File: config.mk
export PLATFORM = sky130hd
export DESIGN_NAME = fivebit_8way_ternary_adder_flat
export DESIGN_NICKNAME = d
export VERILOG_FILES = /design/src/rtl/fivebit_8way_ternary_adder_if.sv /design/src/rtl/fivebit_8way_ternary_adder.sv /design/src/flat_wrapper.sv
export SDC_FILE = /design/constraint.sdc
export NUM_CORES = 1
export LEC_CHECK = 0
export CORE_UTILIZATION = 45
export DETAILED_ROUTE_END_ITERATION = 12
export PLACE_DENSITY_LB_ADDON = 0.05
export SYNTH_ARGS = -nofsm -noshare
export SYNTH_HDL_FRONTEND = slang
export SYNTH_SLANG_ARGS = --single-unit
File: constraint.sdc
create_clock -name clk_i -period 3.2 [get_ports clk_i]
set_input_delay 0.96 -clock clk_i [delete_from_list [all_inputs] [get_ports clk_i]]
set_output_delay 0.96 -clock clk_i [all_outputs]
set_load 0.1 [all_outputs]
File: src/rtl/fivebit_8way_ternary_adder_if.sv
// rtl/fivebit_8way_ternary_adder_if.sv - operand/result bundle for the 8-way 5-bit ternary adder tree
interface fivebit_8way_ternary_adder_if;
  logic [4:0] A;
  logic [4:0] B;
  logic [4:0] C;
  logic [4:0] D;
  logic [4:0] E;
  logic [4:0] F;
  logic [4:0] G;
  logic [4:0] H;
  logic [7:0] O;

  // Source of operands, consumer of the reduced sum
  modport master (
    output A, B, C, D, E, F, G, H,
    input  O
  );

  // The adder itself
  modport slave (
    input  A, B, C, D, E, F, G, H,
    output O
  );
endinterface

File: src/rtl/fivebit_8way_ternary_adder.sv
// rtl/fivebit_8way_ternary_adder.sv - two-stage pipelined sum of eight 5-bit operands via ternary adds
module fivebit_8way_ternary_adder (
  input  logic                           clk_i,
  input  logic                           rst_i,
  fivebit_8way_ternary_adder_if.slave    bus
);

  // Stage 1 partial sums: two 3-input groups (max 93) and one 2-input group (max 62)
  logic [6:0] s0_q;
  logic [6:0] s1_q;
  logic [6:0] s2_q;
  // Stage 2 result, max 8*31 = 248 so 8 bits cannot overflow
  logic [7:0] o_q;

  // Operands zero-extended to the stage-1 width so each ternary add keeps its carries
  logic [6:0] a_x, b_x, c_x, d_x, e_x, f_x, g_x, h_x;

  assign a_x = {2'b00, bus.A};
  assign b_x = {2'b00, bus.B};
  assign c_x = {2'b00, bus.C};
  assign d_x = {2'b00, bus.D};
  assign e_x = {2'b00, bus.E};
  assign f_x = {2'b00, bus.F};
  assign g_x = {2'b00, bus.G};
  assign h_x = {2'b00, bus.H};

  // Stage 1: one ternary add per group; reset flushes any in-flight partial sums
  always_ff @(posedge clk_i) begin
    if (rst_i) begin
      s0_q <= '0;
      s1_q <= '0;
      s2_q <= '0;
    end else begin
      s0_q <= a_x + b_x + c_x;
      s1_q <= d_x + e_x + f_x;
      s2_q <= g_x + h_x;
    end
  end

  // Stage 2: single ternary add of the three partial sums into the registered output
  always_ff @(posedge clk_i) begin
    if (rst_i) begin
      o_q <= '0;
    end else begin
      o_q <= {1'b0, s0_q} + {1'b0, s1_q} + {1'b0, s2_q};
    end
  end

  assign bus.O = o_q;

endmodule

File: src/flat_wrapper.sv
// flat-port wrapper written by rule: the top's interface ports become plain ports
module fivebit_8way_ternary_adder_flat 
  (clk_i, rst_i, bus_A, bus_B, bus_C, bus_D, bus_E, bus_F, bus_G, bus_H, bus_O);
  fivebit_8way_ternary_adder_if bus_i ();
  input  logic clk_i;
  input  logic rst_i;
  input wire logic [$bits(bus_i.A)-1:0] bus_A;
  input wire logic [$bits(bus_i.B)-1:0] bus_B;
  input wire logic [$bits(bus_i.C)-1:0] bus_C;
  input wire logic [$bits(bus_i.D)-1:0] bus_D;
  input wire logic [$bits(bus_i.E)-1:0] bus_E;
  input wire logic [$bits(bus_i.F)-1:0] bus_F;
  input wire logic [$bits(bus_i.G)-1:0] bus_G;
  input wire logic [$bits(bus_i.H)-1:0] bus_H;
  output wire logic [$bits(bus_i.O)-1:0] bus_O;
  assign bus_i.A = bus_A;
  assign bus_i.B = bus_B;
  assign bus_i.C = bus_C;
  assign bus_i.D = bus_D;
  assign bus_i.E = bus_E;
  assign bus_i.F = bus_F;
  assign bus_i.G = bus_G;
  assign bus_i.H = bus_H;
  assign bus_O = bus_i.O;
  fivebit_8way_ternary_adder u_core (.clk_i(clk_i), .rst_i(rst_i), .bus(bus_i));
endmodule
==> results of run 1 <==
[kinds of logic (layout without fill, tap and decap cells)]
group,count (synthesis),count (layout),synth area share [%]
buf+inv,16,77,3.47
compound gates,46,46,16.5
xor+xnor,16,16,6.94
simple gates,47,47,12.3
flops,28,28,27.8
fa+ha+maj,46,46,33.0
[routing by layer]
metal  GRT usage, %  vias to the layer above
met1           18.8                      675
met4           3.83                        0
met2           29.2                       32
met5              0                        -
li1               -                      819
met3          0.987                        2
[flip-flops by register name, indices dropped and copies added, names as in the netlist]
name and flops:
u_core.bus.O 8, u_core.s0_q 7, u_core.s1_q 7, u_core.s2_q 6
[synthesized netlist by cell type, types with 5 or more instances]
cell type	instances
inv_1	12
nor4b_1	5
o21ai_0	6
a21o_1	9
fa_1	12
o21bai_1	5
ha_1	34
nor3_1	7
xnor2_1	12
dfxtp_1	28
nor2_1	20
a21oi_1	11
nor2b_1	11
[cell type report]
type,instances,area share (%)
clock buffer,3,1.54
timing repair buffer,61,20.9
clock inverter,1,1.12
inverter,12,1.68
tap,50,2.33
multi-input combinational,155,51.6
sequential,28,20.9
[stage by stage]
stage                     std cells  util (%)  cell area [um^2]  setup slack (ns)  setup TNS, ns
after floorplan                 199         -              2020             0.420              0
after global placement          306      63.1              2620           -0.0764         -0.236
after detailed placement        306      63.1              2620           -0.0903         -0.303
after CTS                       310      64.9              2690             0.199              0
after global routing            310      64.9              2690            0.0235              0
final                           310      64.9              2690             0.200              0
[power by group through the flow]
stage | sequential, mW | combinational, mW | clock [mW]
CTS | 0.451 | 0.859 | 0.275
global route | 0.459 | 0.944 | 0.294
finish | 0.449 | 0.848 | 0.268
global placement | 0.458 | 0.846 | 0
detailed placement | 0.460 | 0.854 | 0
floorplan | 0.686 | 0.419 | 0
[worst paths after layout]
path,start,to,slack [ns],cells past startpoint
worst min-delay path,u_core.s0_q[0],u_core.bus.O[0],0.60,3
worst max register to register,u_core.s2_q[1],u_core.bus.O[5],1.05,8
worst max-delay path,bus_B[0],u_core.s0_q[5],0.20,10
worst min register to register,u_core.s0_q[0],u_core.bus.O[0],0.60,3
[worst reg2reg max path, cell delays in order (launching register included)]
cell	delay (ns)
dfxtp_1	0.33
fa_1	0.48
ha_1	0.24
fa_1	0.40
a21oi_1	0.16
nor2_1	0.05
nor2_1	0.18
xnor2_1	0.14
nor2_1	0.05
==> metrics.md, run 1 <==
| Metric | Value |
|---|---|
| Critical path required time | 3.36 ns |
| Drt wl/cell | 10.3 um |
| Crit-path max FO | 4 |
| Clock skew | 0.00345 ns |
| Synth cell types | 25 |
| Share of cells above drive strength 1 | 13.1% |
| Root buf cell | clkbuf_8 |
| Initial Util | 48.7% |
| # diodes | 0 |
| Die extent in x | 69.0 um |
| Die footprint | 4760 um^2 |
| Final RePlAce weighted congestion | 0.720 |
| # IOs | 50 |
| Pwr Total | 1.56 mW |
| Met2 WL post-DR | 1600 um |
| Cells after Synth | 199 |
| Worst path cell trace | clkdlybuf4s50_1 -> ha_1 -> fa_1 -> xor2_1 -> ha_1 -> o21ai_0 -> o21bai_1 -> a21oi_2 -> xnor2_1 -> nor2_1 |
| Worst-path clk slew | roughly 0.090 ns |
| M1 WL | 1470 um |
| Metal3 WL | 98 um |
| TritonCTS clock tree | yes |
| Startpoint class of the critical path | input pin |
| Total routed wirelength | around 3200 um |
| Vias in the first global route | 1435 |
| Crit path capture type | register |
| Ys Warns | 0 |
| Max transition margin | roughly 59% |
| DR top layer | met4 |
| PD cells | 582 nW/um^2 |
| Synth area leader | dfxtp_1 |
| Initial DRT Pass Iterations | 4 |
| First-pass GRT wire length | 5630 um |
| PortBufs | 49 |
| Synth Register Bits | 28 |
| Clock tree buffer depth | 2 |
| Power share of the clock group | between 10% and 20% |
| Most common cell after layout, fill and taps aside | clkdlybuf4s50_1 |
| Initial detailed-routing violation count | 37 |
| Fin. Hold Viols | 0 |
| Post-synthesis cell area | ~2000 um^2 |
| Worst setup path class | in2reg |
| VDD IR max | 0.000279 V |
| Rows | 23 |
| RSZ-0062 raised after global routing | false |
| Clock latency on the worst-skew pair | 0.26 ns |
| Multi-input logic area | 1390 um^2 |
| Critical path's slowest cell | clkdlybuf4s50_1 |
| Most Frequent Cell on Critical Path | ha_1 |
| Via count | 1528 |
| Asr flop ratio synth | 0% |
| Largest net degree at the start of global routing | 20 |
| Die height | 69.0 um |
| TritonCTS Sinks | 28 |
| Part of the cycle the worst path needs | 93.8% |
| Status | finished, final reports clean |
| Worst slew pin tran | about 0.62 ns |
| Fillers | 363 |
| CTS buffer count | 3 |
| Ys flop type | dfxtp_1 |
| Post-DRT Antenna Nets | 0 |
| Top cells by area, synth | dfxtp_1, ha_1, fa_1 |
| Resized Gates After CTS | 0 |
| Top delay family on crit path | adder cells |
| Hold buffer count at CTS | 0 |
| Most frequent cells in the layout | clkdlybuf4s50_1, ha_1, dfxtp_1 |
| CORE AREA | 4140 um^2 |
| Pins over their slew limit | 0 |
| Remaining Overflow, GRT | 0 |
| Crit path buffers/inverters | 1 |
| DRC | 0 |
| Peak Freq | 333 MHz |
| Switching power | between 0.6 and 0.7 mW |
| Max cap viols | 0 |
| Hold slack | roughly 0.60 ns |
| HPWL after DPL | ~2800 um |
| Internal | 0.932 mW |
| H-tree levels | 1 |
| Fin nets | 349 |
| Global-route usage over all layers | ~15% |
| Register cell area after layout | 561 um^2 |
| Mapped Nets | 287 |
| Sequential share of the synthesized area | 27.8% |
| Number of synthesized flops with an enable pin | 0 |
| Leakage | 1.22 nW |
| CP Data Arrival Time | 3.17 ns |
| Crit path time final | 3.00 ns |
| Sw Share | between 40% and 50% |
| Area grow syn2layout | 33.2% |
| Combinational Power Share | 54.2% |
| Max stage delay on crit path | 0.41 ns |
| Endpoints failing setup | 0 |
| Syn Area/Cell | 10.1 um^2 |
| Reg power frac | 28.7% |
| Initial antenna violation count | 0 |
| Number of vias per cell | 4.93 |
| Postcts setup bufs | 0 |
| Share of the synthesized area in the top cell type | between 20% and 30% |
| Worst Hold Class | reg2reg |
(Power assumes the default switching activity.)
==> run 2, diff against run 1 <==
--- a/config.mk
+++ b/config.mk
@@ -7,7 +7,7 @@
 export LEC_CHECK = 0
 export CORE_UTILIZATION = 45
 export DETAILED_ROUTE_END_ITERATION = 12
-export PLACE_DENSITY_LB_ADDON = 0.05
+export PLACE_DENSITY_LB_ADDON = 0.12
 export SYNTH_ARGS = -nofsm -noshare
 export SYNTH_HDL_FRONTEND = slang
 export SYNTH_SLANG_ARGS = --single-unit
==> metrics.md, run 2 (synthesis gave the netlist of run 1 again) <==
| Metric | Value |
|---|---|
| Reg2Reg Depth | 8 (unchanged) |
| PortBufs | 49 (unchanged) |
| Combinational Power Share | 57.5% (+3.3 points) |
| CORE AREA | 4140 um^2 (unchanged) |
| Vias in the first global route | 1457 (+1.5%) |
| Max transition margin | 57.5% (-1.2 points) |
| Peak Freq | 335 MHz (+0.56%) |
| Die extent in x | 69.0 um (unchanged) |
| RR Startpoint | u_core.s1_q[1] |
| Hold buffer count at CTS | 0 (unchanged) |
| Root buf cell | clkbuf_8 |
| TritonCTS clock tree | yes |
| Reg2reg setup slack | 1.03 ns (-0.02 ns) |
| Max FFs per register | 8 (unchanged) |
| Drt wl/cell | 10.7 um (+3.9%) |
| CP Data Arrival Time | 3.14 ns (-0.03 ns) |
| Postcts setup bufs | 0 (unchanged) |
| HP Start | u_core.s0_q[0] |
| Area grow syn2layout | 31.3% |
| Critical path required time | 3.35 ns (about the same) |
| Crit path capture type | register |
| Total routed wirelength | 3290 um (+3.2%) |
| Hold path cells | 3 (unchanged) |
| Initial DRT Pass Iterations | 4 (unchanged) |
| DRC | 0 (unchanged) |
| # diodes | 0 (unchanged) |
| Max cap viols | 0 (unchanged) |
| Share of cells above drive strength 1 | 12.4% (-0.67 points) |
| Worst Hold Class | reg2reg |
| Part of the cycle the worst path needs | 93.2% (-0.52 points) |
| WHS Endpoint | u_core.bus.O[0] |
| Die height | 69.0 um (unchanged) |
| # IOs | 50 (unchanged) |
| Initial antenna violation count | 0 (unchanged) |
| DP Area | 2610 um^2 (-0.29%) |
| Switching power | 0.629 mW (-0.44%) |
| RR Endpoint | u_core.bus.O[5] |
| Most Frequent Cell on Critical Path | fa_1 |
| Fin nets | 348 (-0.29%) |
| Post-Place Worst Slack | -0.0858 ns (+0.00442 ns) |
| Rows | 23 (unchanged) |
| PD cells | 558 nW/um^2 (-4.2%) |
| Reg power frac | 30.5% (+1.8 points) |
| Crit-path max FO | 2 (-2) |
| Number of vias per cell | 4.97 (+0.85%) |
| Internal | 0.849 mW (-9.0%) |
| Global-route usage over all layers | 16.0% (+0.56 points) |
| Clock skew | 0.000474 ns (-0.00297 ns) |
| Startpoint class of the critical path | input pin |
| Hold slack | 0.586 ns (-0.0137 ns) |
| Final RePlAce weighted congestion | 0.771 (+7.1%) |
| Worst path cell trace | clkdlybuf4s50_1 -> ha_1 -> fa_1 -> fa_1 -> a21o_2 -> a21oi_1 -> nor2b_1 -> nor2_1 -> nor3_1 |
| PnR worst setup slack | 0.216 ns (+0.0166 ns) |
| Pins over their slew limit | 0 (unchanged) |
| H-tree levels | 1 (unchanged) |
| Die footprint | 4760 um^2 (unchanged) |
| Critical path's slowest cell | fa_1 |
| HPWL after DPL | 2910 um (+3.2%) |
| Largest net degree at the start of global routing | 20 (unchanged) |
| Setup TNS | 0 ns (unchanged) |
| Final instance area | 2650 um^2 (-1.4%) |
| Crit path time final | 2.98 ns (-0.0166 ns) |
| Most frequent cells in the layout | clkdlybuf4s50_1, ha_1, dfxtp_1 |
| Leakage | 1.20 nW (-1.6%) |
| Status | finished, final reports clean |
| Via count | 1531 (+0.20%) |
| Worst slew pin tran | 0.636 ns (+0.0184 ns) |
| VDD IR max | 0.000235 V (-16%) |
| Resized Gates After CTS | 0 (unchanged) |
| Sw Share | 42.6% (+2.2 points) |
| Worst setup path class | in2reg |
| Remaining Overflow, GRT | 0 (unchanged) |
| Max stage delay on crit path | 0.50 ns (+0.09 ns) |
| Worst-path clk slew | 0.08 ns (about the same) |
| First-pass GRT wire length | 5650 um (+0.37%) |
| Clock latency on the worst-skew pair | 0.26 ns (about the same) |
| Util after Layout | 63.9% (-0.91 points) |
| CTS buffer count | 3 (unchanged) |
| Power share of the clock group | 12.0% (-5.1 points) |
| Fin. Hold Viols | 0 (unchanged) |
| Initial detailed-routing violation count | 76 (+110%) |
| Most common cell after layout, fill and taps aside | clkdlybuf4s50_1 |
| Clock tree buffer depth | 2 (unchanged) |
| RSZ-0062 raised after global routing | false |
| TritonCTS Sinks | 28 (unchanged) |
| Endpoints failing setup | 0 (unchanged) |
| Post-DRT Antenna Nets | 0 (unchanged) |
| Initial Util | 48.7% (unchanged) |
[run 2: changes by cell type in the layout (fill, tap and decap cells not counted)]
cell	delta
buf_4	-1
bufinv_16	-1
[run 2: worst max-delay path: cells and delay by family]
kind | cells | cell delay (ns)
adder cells (fa/ha/maj) | 3 | 1.18
AO/OA/AOI/OAI | 2 | 0.37
AND/OR/NAND/NOR | 3 | 0.22
buffers and inverters | 1 | 0.40
[run 2: worst max path at each step]
stage | from | slack (ns) | end | cells after the start
global route | bus_E[0] | 0.06 | u_core.s1_q[5] | 10
floorplan | bus_B[0] | 0.42 | u_core.s0_q[5] | 9
global placement | bus_E[0] | -0.07 | u_core.s1_q[5] | 10
finish | bus_E[0] | 0.22 | u_core.s1_q[6] | 9
detailed placement | bus_E[0] | -0.09 | u_core.s1_q[5] | 10
CTS | bus_E[0] | 0.21 | u_core.s1_q[5] | 10
[run 2: routing by layer]
| layer | wire length [um] | track usage [%] |
|---|---|---|
| met3 | 79 | 2.47 |
| met4 | 27 | 6.12 |
| met5 | 0 | 0 |
| met1 | 1490 | 18.4 |
| met2 | 1690 | 29.5 |
[run 2: power by group through the flow]
stage | logic [mW] | clock network, mW | registers [mW]
after floorplan | 0.419 | 0 | 0.686
after global placement | 0.839 | 0 | 0.459
after detailed placement | 0.854 | 0 | 0.460
after CTS | 0.859 | 0.188 | 0.452
after global routing | 0.944 | 0.202 | 0.463
final | 0.850 | 0.177 | 0.451
[run 2: area by class of cell]
cell class,count,area [um^2]
inverters,12,45.0
flip-flops and latches,28,561
multi-input cells,155,1390
well taps,50,62.6
clock buffers,3,41.3
repair buffers,60,553
fillers,360,1490
[run 2: per-stage QoR]
step                instances  power [mW]
floorplan                 199        1.10
global placement          305        1.30
detailed placement        305        1.31
CTS                       308        1.50
global route              308        1.61
finish                    308        1.48
==> edit 1, RTL diff (config.mk and constraints of run 2) <==
Take the reset off `s2_q` and load it in a clocked block of its own.
--- a/src/rtl/fivebit_8way_ternary_adder.sv
+++ b/src/rtl/fivebit_8way_ternary_adder.sv
@@ -29,12 +29,14 @@
     if (rst_i) begin
       s0_q <= '0;
       s1_q <= '0;
-      s2_q <= '0;
     end else begin
       s0_q <= a_x + b_x + c_x;
       s1_q <= d_x + e_x + f_x;
-      s2_q <= g_x + h_x;
     end
+  end
+
+  always_ff @(posedge clk_i) begin
+    s2_q <= g_x + h_x;
   end
 
   // Stage 2: single ternary add of the three partial sums into the registered output
Check against the original RTL: not equivalent (Yosys sat finds a counterexample within 4 cycles, from zero or initial values and one cycle with rst_i high).
==> edit 1 against run 2 <==
  * Count of clock-buffer cells in the layout did not move
  * Area after synthesis down 0.99%
  * Routed wire length up 4.1%
  * Critical path depth rose by 1
  * Power rose by 13%
  * Worst setup slack lost 0.0017 ns
  * Sequential cell count is the same
  * Largest power group unchanged
  * Clock power increased by 50%
  * First-iteration DRC count shrank 33%
  * Cell area fell by 0.24%
==> edit 1: results <==
set metrics [dict create \
    leakage_uw 0.00119 \
    reg2reg_from "u_core.s2_q[1]$_DFF_P_" \
    grt_pass1_wl_um 5840 \
    outcome "complete, no violations" \
    max_stage_delay_ns 0.42 \
    clkbuf_count 3 \
    dp_slack_ns -0.0955 \
    buffers 58 \
    seqPwrFrac_pct 27.7 \
    ir_drop_uv 354 \
    synth_common_cells "ha_1, dfxtp_1, nor2_1, xnor2_1" \
    min-delay-start "u_core.s0_q[0]$_SDFF_PP0_" \
    multi_input_area_share_pct 51.7 \
    synthCells 193 \
    swShare_pct 41.6 \
    routedWlPerCell_um 11.3 \
    fin_skew_ns 0.00411 \
    ff2ff_path_depth 8 \
    multi_input_gates 150 \
    seq_share_pct 21.2 \
    min_period_over_period_pct 93.3 \
    final_util_pct 63.8 \
    wl_um 3420 \
    cts_resized 0 \
    root_buffer "clkbuf_8" \
    max_slew.worst_pin.slew_ns 0.499 \
    antennaDiodeCount 0 \
    ys_warn_count 0 \
    hpwl_um 2980 \
    pg_clk_uw 266 \
    path_max_fanout 3 \
    dpl_cell_area_um2 2570 \
    drive_gt1_share_pct 11.9 \
    gp_congestion 0.719 \
    internal-power_uw 974 \
    fillers 368 \
    nNetsFinal 341 \
    holdPathStages 3 \
    critPathCapture "u_core.s1_q[5]$_SDFF_PP0_" \
    dr.pass1.iters 4 \
    drt_iter0_markers 51 \
    buffer_area_share_pct 20.4 \
    synthTopCellsByArea "dfxtp_1, ha_1, fa_1, xnor2_1, a21o_1" \
    synth_nets 281 \
    seq_area_frac_synth_pct 28.1 \
    hold_slack_ns 0.586 \
    grt_max_degree 17 \
    synth_cell_types 26 \
    clkCellAreaFrac_pct 2.70 \
    vias 1521 \
]
## edit 1: worst register-to-register path, delay by kind of cell, from the launching register on
family | cells | cell delay [ns]
adder cells (fa/ha/maj) | 3 | 1.12
flip-flops | 1 | 0.33
AND/OR/NAND/NOR | 3 | 0.29
AO/OA/AOI/OAI | 1 | 0.16
XOR/XNOR | 1 | 0.14
## edit 1: cell families (layout without fill, tap and decap cells)
logic type | Yosys count | after routing | synth area share (%)
AO/OA/AOI/OAI | 45 | 45 | 16.2
XOR/XNOR | 16 | 16 | 7.01
adder cells (fa/ha/maj) | 46 | 46 | 33.3
buffers and inverters | 15 | 74 | 3.57
flip-flops | 28 | 28 | 28.1
AND/OR/NAND/NOR | 43 | 43 | 11.8
## edit 1: per-layer routing
layer	up-vias	GRT usage, %	part of all wire (%)
met5	-	0	0
met4	0	4.69	1.9
met3	6	1.97	3.8
met2	43	31.1	51
met1	676	19.1	43
li1	796	-	-
==> edit 2, RTL diff (config.mk and constraints of run 2) <==
Without the edit above. Make the reset (`rst_i`) asynchronous in 2 clocked blocks.
--- a/src/rtl/fivebit_8way_ternary_adder.sv
+++ b/src/rtl/fivebit_8way_ternary_adder.sv
@@ -25,7 +25,7 @@
   assign h_x = {2'b00, bus.H};
 
   // Stage 1: one ternary add per group; reset flushes any in-flight partial sums
-  always_ff @(posedge clk_i) begin
+  always_ff @(posedge clk_i or posedge rst_i) begin
     if (rst_i) begin
       s0_q <= '0;
       s1_q <= '0;
@@ -38,7 +38,7 @@
   end
 
   // Stage 2: single ternary add of the three partial sums into the registered output
-  always_ff @(posedge clk_i) begin
+  always_ff @(posedge clk_i or posedge rst_i) begin
     if (rst_i) begin
       o_q <= '0;
     end else begin
Check against the original RTL: differs if rst_i is asserted again (counterexample within 4 cycles, from zero or initial values and one cycle with rst_i high); with rst_i held inactive, the same outputs for 10 cycles.
==> edit 2 against run 2 <==
  * Power rose by 46%
  * Die area down 2.0%
  * Cell area is 1.3% lower
  * First-iteration DRC count is 63% lower
  * Routed wire length is 4.8% higher
  * Sequential cell count unchanged
  * Worst setup slack better by 0.0097 ns
  * Synthesized cell count down 14%
  * Area after synthesis shrank 2.1%
==> edit 2: results <==
set metrics [dict create \
    antenna_found_initial 0 \
    hp-class "flip-flop to flip-flop" \
    grt_pass1_vias 1487 \
    synth_nets 260 \
    clk_pin_slew_ns 0.09 \
    synthTopCellsByArea "dfrtp_1, ha_1, fa_1, xnor2_1, a21oi_1" \
    routed.top_layer "met4" \
    fin_skew_ns 0.00314 \
    synth-xor-area-share_pct 8.87 \
    htreeDepth 1 \
    leakage_uw 0.00127 \
    antennaDiodeCount 0 \
    synthMuxAreaShare_pct 0 \
    drc 0 \
    seq_area_frac_synth_pct 35.5 \
    synth_cell_types 21 \
    drive_gt1_share_pct 8.62 \
    crit_arrival_ns 3.18 \
    cts_resized 0 \
    drt-met1-wl_um 1390 \
    post_cts_buffers 0 \
    nNetsFinal 321 \
    slew_headroom_pct 77.6 \
    path_max_fanout 3 \
    ys_warn_count 0 \
    ir_drop_uv 417 \
    grt_usage_pct 16.8 \
    dr.pass1.iters 4 \
    synth_most_common_cell "ha_1" \
    grt_pass1_wl_um 5860 \
    cts_hold_buffers 0 \
    dpl_cell_area_um2 2560 \
    routedWlPerCell_um 12.2 \
    grt_max_degree 29 \
    clkLatencyLatePin_ns 0.27 \
    fillers 316 \
    hpwl_um 3060 \
    drt_iter0_markers 28 \
    largest_reg_flops 8 \
    ys_async_sr_fraction_pct 100 \
    clockBufferDepth 2 \
    drv_slew 0 \
    vias 1421 \
    routed-wl-met2_um 1910 \
    synth_common_cells "ha_1, dfrtp_1, a21oi_1, inv_1" \
    outcome "complete, no violations" \
    dr_wl_met3_um 119 \
    synth_compound_gate_area_share_pct 15.5 \
    synth_adder_area_share_pct 33.7 \
    io_buffers 49 \
    gp_congestion 0.772 \
    cts_buffers 3 \
]
edit 2: changes by cell type after synthesis, moves of 3 or more:
cell      delta
dfrtp_1     +28
dfxtp_1     -28
nor2_1      -16
nor2b_1     -10
a21oi_1      +8
nor3_1       -6
inv_1        +5
nor4b_1      -5
a211oi_2     -4
a21oi_2      -4
xor2_1       +4
a21o_1       +3
edit 2: logic make-up (layout without fill, tap and decap cells):
| family | count (synthesis) | after routing |
|---|---|---|
| AND/OR/NAND/NOR | 12 | 12 |
| flip-flops | 28 | 28 |
| XOR/XNOR | 20 | 20 |
| buffers and inverters | 17 | 77 |
| AO/OA/AOI/OAI | 49 | 49 |
| adder cells (fa/ha/maj) | 46 | 46 |
edit 2: power breakdown:
group	internal, µW	total, µW	switching, µW
combinational	553	1400	849
clock	110	213	103
sequential	489	541	51.6
total	1150	2160	1000
edit 2: final cells by class:
class                           instances  area share [%]
Inverter                               17            2.44
Tap cell                               50            2.39
Multi-Input combinational cell        127            46.3
Timing Repair Buffer                   56            20.0
Clock buffer                            4            2.10
Sequential cell                        28            26.8
edit 2: through the flow:
step | worst slack (ns) | utilization [%] | cells
6_report | 0.226 | 63.6 | 282
5_1_grt | 0.125 | 63.6 | 282
4_1_cts | 0.205 | 63.6 | 282
3_5_place_dp | -0.0770 | 62.2 | 278
3_3_place_gp | 0.00512 | 62.2 | 278
2_1_floorplan | 0.452 | - | 172
edit 2: final timing paths:
path	slack, ns	end	from	cells past startpoint
setup / recovery	0.23	u_core.s1_q[5]$_DFF_PP0_	bus_E[0]	9
hold / removal	0.65	u_core.bus.O[0]$_DFF_PP0_	u_core.s0_q[0]$_DFF_PP0_	3
setup reg to reg	0.89	u_core.bus.O[7]$_DFF_PP0_	u_core.s2_q[1]$_DFF_PP0_	8
hold reg to reg	0.65	u_core.bus.O[0]$_DFF_PP0_	u_core.s0_q[0]$_DFF_PP0_	3
max in group asynchronous	1.90	u_core.s2_q[2]$_DFF_PP0_	rst_i	3
min in group asynchronous	1.04	u_core.bus.O[0]$_DFF_PP0_	rst_i	3
edit 2: layer usage:
layer	global-route usage, %	vias to the layer above
li1	-	714
met1	18.8	661
met5	0	-
met4	3.91	0
met2	33.1	44
met3	2.00	2
edit 2: worst max-delay path: stages:
cell and delay, ns:
clkdlybuf4s50_1 0.40, ha_1 0.22, fa_1 0.41, a21o_1 0.20
a21oi_1 0.19, xnor2_1 0.15, ha_1 0.29, a21oi_1 0.19
xor2_1 0.16
